**config.mk**
```make
export PLATFORM = sky130hd
export DESIGN_NAME = uart_word_buffer
export DESIGN_NICKNAME = d
export VERILOG_FILES = /design/src/rtl/uart_word_buffer.sv
export SDC_FILE = /design/constraint.sdc
export NUM_CORES = 1
export LEC_CHECK = 0
export CORE_UTILIZATION = 40
export DETAILED_ROUTE_END_ITERATION = 10
export PLACE_DENSITY = 0.61
export SYNTH_ARGS = -nofsm -noshare
export SYNTH_HDL_FRONTEND = slang
export SYNTH_SLANG_ARGS = --single-unit
```
**constraint.sdc**
```tcl
create_clock -name clk -period 6.2 [get_ports clk]
set_clock_uncertainty 0.15 [all_clocks]
set_input_delay 0.62 -clock clk [delete_from_list [all_inputs] [get_ports clk]]
set_output_delay 0.62 -clock clk [all_outputs]
set_load 0.02 [all_outputs]
```
**src/rtl/uart_word_buffer.sv**
```systemverilog
// uart_word_buffer: packs UART bytes (LSB byte first) into a NUM_BYTES word and streams
// the held bytes back out through the UART transmitter with a busy handshake.
// Also provides a partial-frame timeout, sticky overflow detection and paced transmission.
module uart_word_buffer #(
    parameter int unsigned NUM_BYTES      = 4,
    parameter int unsigned TIMEOUT_CYCLES = 1000000,
    parameter int unsigned CNT_W          = $clog2(NUM_BYTES + 1)
) (
    input  logic                   clk,
    input  logic                   rst,
    input  logic                   rx_valid,
    input  logic [7:0]             rx_data,
    input  logic                   clear,
    input  logic                   send_start,
    input  logic                   tx_busy,
    output logic                   tx_start,
    output logic [7:0]             tx_data,
    output logic [8*NUM_BYTES-1:0] word_out,
    output logic                   word_valid,
    output logic [CNT_W-1:0]       byte_count,
    output logic                   sending,
    output logic                   overflow,
    output logic                   timeout_err
);

    localparam int unsigned IDLE_W = (TIMEOUT_CYCLES > 1) ? $clog2(TIMEOUT_CYCLES + 1) : 1;
    localparam logic [CNT_W-1:0]  FullCount = CNT_W'(NUM_BYTES);
    localparam logic [IDLE_W-1:0] IdleLast  =
        IDLE_W'((TIMEOUT_CYCLES == 0) ? 0 : TIMEOUT_CYCLES - 1);

    typedef enum logic [1:0] {TIdle, TLoad, TWaitHi, TWaitLo} tx_state_e;

    tx_state_e              state_q, state_d;
    logic [8*NUM_BYTES-1:0] word_q, word_d;
    logic [CNT_W-1:0]       count_q, count_d;
    logic [CNT_W-1:0]       n_q, n_d;
    logic [CNT_W-1:0]       idx_q, idx_d;
    logic [IDLE_W-1:0]      idle_q, idle_d;
    logic [1:0]             wait_q, wait_d;
    logic                   tx_start_q, tx_start_d;
    logic [7:0]             tx_data_q, tx_data_d;
    logic                   overflow_q, overflow_d;
    logic                   timeout_q, timeout_d;
    logic                   busy_fsm;
    logic                   full;

    assign busy_fsm = (state_q != TIdle);
    assign full     = (count_q == FullCount);

    // Next-state logic: receive/clear path, idle timeout and transmit FSM.
    always_comb begin
        state_d    = state_q;
        word_d     = word_q;
        count_d    = count_q;
        n_d        = n_q;
        idx_d      = idx_q;
        idle_d     = '0;
        wait_d     = wait_q;
        tx_start_d = 1'b0;
        tx_data_d  = tx_data_q;
        overflow_d = overflow_q;
        timeout_d  = 1'b0;

        // Receive path; while transmitting every incoming byte is dropped as overflow.
        if (!busy_fsm) begin
            if (clear) begin
                count_d    = '0;
                overflow_d = 1'b0;
            end else if (rx_valid) begin
                if (full) begin
                    overflow_d = 1'b1;
                end else begin
                    for (int unsigned k = 0; k < NUM_BYTES; k++) begin
                        if (count_q == CNT_W'(k)) begin
                            word_d[8*k +: 8] = rx_data;
                        end
                    end
                    count_d = count_q + 1'b1;
                end
            end
        end else if (rx_valid) begin
            overflow_d = 1'b1;
        end

        // Partial-frame timeout. Held at zero while transmitting so a frame being
        // sent is never reported as discarded.
        if ((TIMEOUT_CYCLES != 0) && !busy_fsm && !rx_valid && !clear &&
            (count_q != '0) && !full) begin
            if (idle_q == IdleLast) begin
                count_d   = '0;
                timeout_d = 1'b1;
            end else begin
                idle_d = idle_q + 1'b1;
            end
        end

        unique case (state_q)
            TIdle: begin
                if (send_start && (count_q != '0)) begin
                    n_d     = count_q;
                    idx_d   = '0;
                    state_d = TLoad;
                end
            end
            TLoad: begin
                if (!tx_busy) begin
                    for (int unsigned k = 0; k < NUM_BYTES; k++) begin
                        if (idx_q == CNT_W'(k)) begin
                            tx_data_d = word_q[8*k +: 8];
                        end
                    end
                    tx_start_d = 1'b1;
                    wait_d     = 2'd0;
                    state_d    = TWaitHi;
                end
            end
            TWaitHi: begin
                // A transmitter that never raises busy must not stall the stream.
                if (tx_busy || (wait_q == 2'd3)) begin
                    state_d = TWaitLo;
                end else begin
                    wait_d = wait_q + 1'b1;
                end
            end
            TWaitLo: begin
                if (!tx_busy) begin
                    if (idx_q == n_q - 1'b1) begin
                        state_d = TIdle;
                        count_d = '0;
                        idle_d  = '0;
                    end else begin
                        idx_d   = idx_q + 1'b1;
                        state_d = TLoad;
                    end
                end
            end
        endcase
    end

    // State registers with synchronous active-high reset.
    always_ff @(posedge clk) begin
        if (rst) begin
            state_q    <= TIdle;
            word_q     <= '0;
            count_q    <= '0;
            n_q        <= '0;
            idx_q      <= '0;
            idle_q     <= '0;
            wait_q     <= '0;
            tx_start_q <= 1'b0;
            tx_data_q  <= '0;
            overflow_q <= 1'b0;
            timeout_q  <= 1'b0;
        end else begin
            state_q    <= state_d;
            word_q     <= word_d;
            count_q    <= count_d;
            n_q        <= n_d;
            idx_q      <= idx_d;
            idle_q     <= idle_d;
            wait_q     <= wait_d;
            tx_start_q <= tx_start_d;
            tx_data_q  <= tx_data_d;
            overflow_q <= overflow_d;
            timeout_q  <= timeout_d;
        end
    end

    assign tx_start    = tx_start_q;
    assign tx_data     = tx_data_q;
    assign word_out    = word_q;
    assign word_valid  = full;
    assign byte_count  = count_q;
    assign sending     = busy_fsm;
    assign overflow    = overflow_q;
    assign timeout_err = timeout_q;

endmodule
```
* Word-level counts from Yosys, hierarchy flattened *
Cells that the tools add are included.

word-level totals
  flip-flop bits (word level) = 76
  bits in latches = 0
  bits in writable memories = 0
  bits in read-only memories = 0
  input port bits = 14
  output and inout port bits = 48
  word-level logic and storage cells = 115
  memories = 0

cells by class
  $add $sub $neg = 5
  multipliers = 0
  divide/modulo/power cells = 0
  magnitude comparators = 0
  eq/ne operators = 20
  shift-type cells = 0
  multiplexer cells = 38
  bitwise operators = 6
  reduce and logical (&&, ||, !) cells = 32

operator list
  kind                                                  count
  2-to-1 mux 20 bit                                     5
  2-to-1 mux 3 bit                                      12
  2-to-1 mux 8 bit                                      4
  adder 20 x 1 -> 20 bit (second input constant)        1
  equality test 20 bit (second input constant)          1
  AND reduction 5 bit                                   4
  inequality test 2 bit (second input constant)         7
  equality test 3 x 2 -> 1 bit (second input constant)  4
  2-to-1 mux 2 bit                                      6
  AND reduction 3 bit                                   3
  2-to-1 mux 1 bit                                      8
  case mux 2 bit (4 select lines)                       1
  AND reduction 4 bit                                   2
  nonzero test 2 bit                                    4
  adder 3 x 1 -> 3 bit (second input constant)          2
  equality test 2 bit (second input constant)           3
  equality test 3 x 1 -> 1 bit (second input constant)  2
  logical NOT 3 bit                                     2
  NOT 1 bit                                             6
  case mux 3 bit (2 select lines)                       1
  nonzero test 3 bit                                    2
  logical AND 1 bit                                     5
  logical NOT 1 bit                                     4
  case mux 2 bit (2 select lines)                       1
  other kinds (10)                                      11

* Logic depth before layout (Yosys ltp) *
  depth after elaboration = 10
  mapped depth = 9
  depth with buffers taken out = 6

* Worst setup path after synthesis *
No wires, ideal clock.

  path type = reg-to-reg
  from = register idx_q[2]
  to = register tx_data_q[7] (netlist: tx_data[7])
  library setup time = 91 ps
  data arrival time = 1925 ps
  data required time = 5959 ps
  slack = 4034 ps
  cell stages (with the launch flop) = 10
  buffers on the path = 3
  period minus slack after synthesis = 2166 ps
  path through = dfxtp_1 -> clkbuf_1 -> inv_1 -> ha_1 -> buf_2 -> clkinv_1 -> o21ai_1 -> and2_1 -> clkbuf_1 -> a311oi_1

on the way
  cells in the longest elaborated chain, start to end = 4
  elaborated cells on any way between the ends = 9
  classes of those cells = eq/ne (3); mux (3); reduce/logical (3)

RTL lines
  item                            line  text
  from (decl)                     37    logic [CNT_W-1:0] idx_q, idx_d;
  from (signal assigned)          159   idx_q <= idx_d;
  equality test 3 x 1 -> 1 bit    108   if (idx_q == CNT_W'(k)) begin
  2-to-1 mux 8 bit (3 in series)  108
  to (signal assigned)            163   tx_data_q <= tx_data_d;
  to (decl)                       41    logic [7:0] tx_data_q, tx_data_d;

Several ways; a longest one is shown, not always the timed one.
A chain may end at the register's enable or synchronous reset.

* Worst setup path after layout *
  from = register count_q[0] (netlist: byte_count[0])
  to = output port word_valid

on the way
  cells in the longest elaborated chain, start to end = 1

RTL lines
  item                    line  text
  from (decl)             35    logic [CNT_W-1:0] count_q, count_d;
  from (signal assigned)  157   count_q <= count_d;
  equality test 3 bit     48    assign full = (count_q == FullCount);
  to (decl)               19    output logic word_valid,

Every way passes these cells.

==> flow_summary.ini <==
[floorplanning]
die_h_um = 97.92
rows = 34
ios = 62
dieArea_um2 = 9587
die_x_um = 97.92
start_util_pct = 41.79
coreArea_um2 = 8806

[synthesis]
yosysWarnings = 0
synthCells = 436
syn-num-nets = 468
synthDistinctLibCells = 47
ys.flop_type = dfxtp_1
synthArstFlopShare_pct = 0
ys_ff_latch = 76
synth.yosys.seq_area_share_pct = 41.35
synth_edf_count = 0
netlist_area_um2 = 3680
postSynthAreaPerCell_um2 = 8.440

[detailed_routing]
final_antenna_net_count = 0
drt-pass1-iter-count = 10
drc = 11
totalWireLength_um = 9097
wl_per_cell_um = 15.21
via_per_inst = 5.458
drt-initial-drc-count = 162
vias = 3264

[worst_hold_path]
whs_endpoint = idle_q[0]
whs_path_depth = 1
worstHoldStart = idle_q[0]
hold_class = flop to flop

[final_layout]
drive_gt1_share_pct = 4.490
layout_commonest_cell = dfxtp_1
final_cell_mix = 76 x dfxtp_1, 60 x clkdlybuf4s50_1, 53 x a21oi_1, 50 x nand2_1, 39 x nand3_1
fin_nets = 517
area_growth_pct = 23.19
n_antenna_cell = 0
fill_cells = 827
final_cells = 598

[grt]
grt_start_max_net_pins = 54
antenna_found_initial = 0
grt_pass1_wl_um = 14880
gr-total-overflow = 0
track_usage_pct = 19.58
grt_pass1_vias = 2953

[critical_path]
crit_arrival_ns = 2.23
reg2reg_from = idx_q[1]
path_class = flop to primary output
crit_fanout = 14
r2r_end = tx_data[6]
crit_path_end_kind = primary output
worstSetupStartpointType = flop
regToRegSetupSlack_ns = 3.61
worst_ep_required_time_ns = 5.43
reg2reg_depth = 6

[power_and_ir_drop]
power.leakage_nw = 1.561
totalPowerFinal_mw = 1.201
p_per_area_nw_per_um2 = 265.0
worst_ir_drop_vdd_mv = 0.1136

[sta]
finalMaxSlewViolations = 0
tns_ns = 0
max_freq_mhz = 333.0
timing.final.hold_violations = 0
min_period_ns = 3.003
post-route-period-util_pct = 48.43
relSlewSlack_pct = 32.82
rsz0062_at_grt = false
setup_violations = 0
tightest_slew_ns = 1.008

[placement]
gp_congestion = 0.7919
io_buffer_count = 61
hpwl_um = 6493
dp_cells = 582

[clock_tree]
clk_path_buf_depth = 2
ctsResizeCount = 0
numClockSinks = 76
cts_setup_buffers = 0
root_buffer = clkbuf_8
htreeDepth = 3
path_clk_slew_ns = 0.08
insertion_delay_ns = 0.34
cts_hold_buf = 0
cts_tree = built
numCtsBuffers = 9

[run]
drv_cap = 0

[outcome]
violations = design-rule violations
outcome = finished with violations
==> cell families (layout without fill, tap and decap cells) <==
family,Yosys count,in the layout,synth area share [%]
xor gates and xnor gates,17,17,4.454
DFF,76,76,41.35
and+or+nand+nor,171,171,23.56
muxes,10,10,2.720
buffers and inverters,48,102,5.474
AOI/OAI and AO/OA,96,96,16.32
adders and majority gates,18,18,6.120
==> layout make-up <==
| class | instances | area (um^2) | share of cell area, % |
|---|---|---|---|
| Inverter | 24 | 90.09 | 1.987 |
| Clock inverter | 6 | 63.81 | 1.408 |
| Multi-Input combinational cell | 312 | 1972 | 43.50 |
| Sequential cell | 76 | 1521 | 33.56 |
| Clock buffer | 10 | 137.6 | 3.036 |
| Timing Repair Buffer | 62 | 613.1 | 13.52 |
| Tap cell | 108 | 135.1 | 2.981 |
==> worst max-delay path: stages (launching register included) <==
cell and delay, ns:
dfxtp_1 0.39, inv_1 0.11, ha_1 0.52, nand2_1 0.19
inv_1 0.09, clkdlybuf4s50_1 0.60
==> worst max path at each step <==
stage | start | endpoint | slack (ns)
2_1_floorplan | idx_q[2] | tx_data[7] | 4.03
4_1_cts | byte_count[0] | word_valid | 3.21
6_report | byte_count[0] | word_valid | 3.20
3_3_place_gp | tx_busy | idle_q[8] | 3.55
3_5_place_dp | tx_busy | idle_q[3] | 3.51
5_1_grt | byte_count[0] | word_valid | 3.00
==> stage by stage <==
step | hold WS (ns) | worst slack [ns] | util [%] | instance area, um^2
5_1_grt | 0.3424 | 2.996 | 51.48 | 4533
4_1_cts | 0.3149 | 3.214 | 51.48 | 4533
3_5_place_dp | 0.2968 | 3.505 | 49.19 | 4332
2_1_floorplan | 0.2764 | 4.034 | - | 3680
3_3_place_gp | 0.2873 | 3.546 | 49.19 | 4332
6_report | 0.3077 | 3.197 | 51.48 | 4533
==> routing by layer <==
layer	track usage, %	vias up	wire length [um]	share of wire (%)
li1	-	1642	-	-
met1	25.72	1535	4291	47
met2	32.07	85	4340	48
met3	4.868	2	424	4.7
met4	5.012	0	40	0.44
met5	0	-	0	0
==> state kept, by name, summed over array words and instances (netlist names) <==
name	flops
tx_data	8
state_q	2
tx_start	1
n_q	3
timeout_err	1
idx_q	3
overflow	1
word_out	32
wait_q	2
idle_q	20
byte_count	3
==> cell usage after synthesis (10+ instances only) <==
library cell | count | area share (%)
dfxtp_1 | 76 | 41
nand2_1 | 50 | 5.1
ha_1 | 18 | 6.1
inv_1 | 23 | 2.3
mux2i_1 | 10 | 2.7
clkbuf_1 | 17 | 1.7
a21oi_1 | 53 | 7.2
xor2_1 | 11 | 2.6
nand3_1 | 39 | 5.3
nor2_1 | 32 | 3.3
==> power by group <==
group	total [mW]	switching, mW	leakage, nW	internal, mW
Combinational	0.277	0.161	0.849	0.115
Sequential	0.541	0.0237	0.614	0.517
Clock	0.384	0.187	0.0983	0.196
Total	1.20	0.372	1.56	0.829
Power figures use the tool's default switching activity.
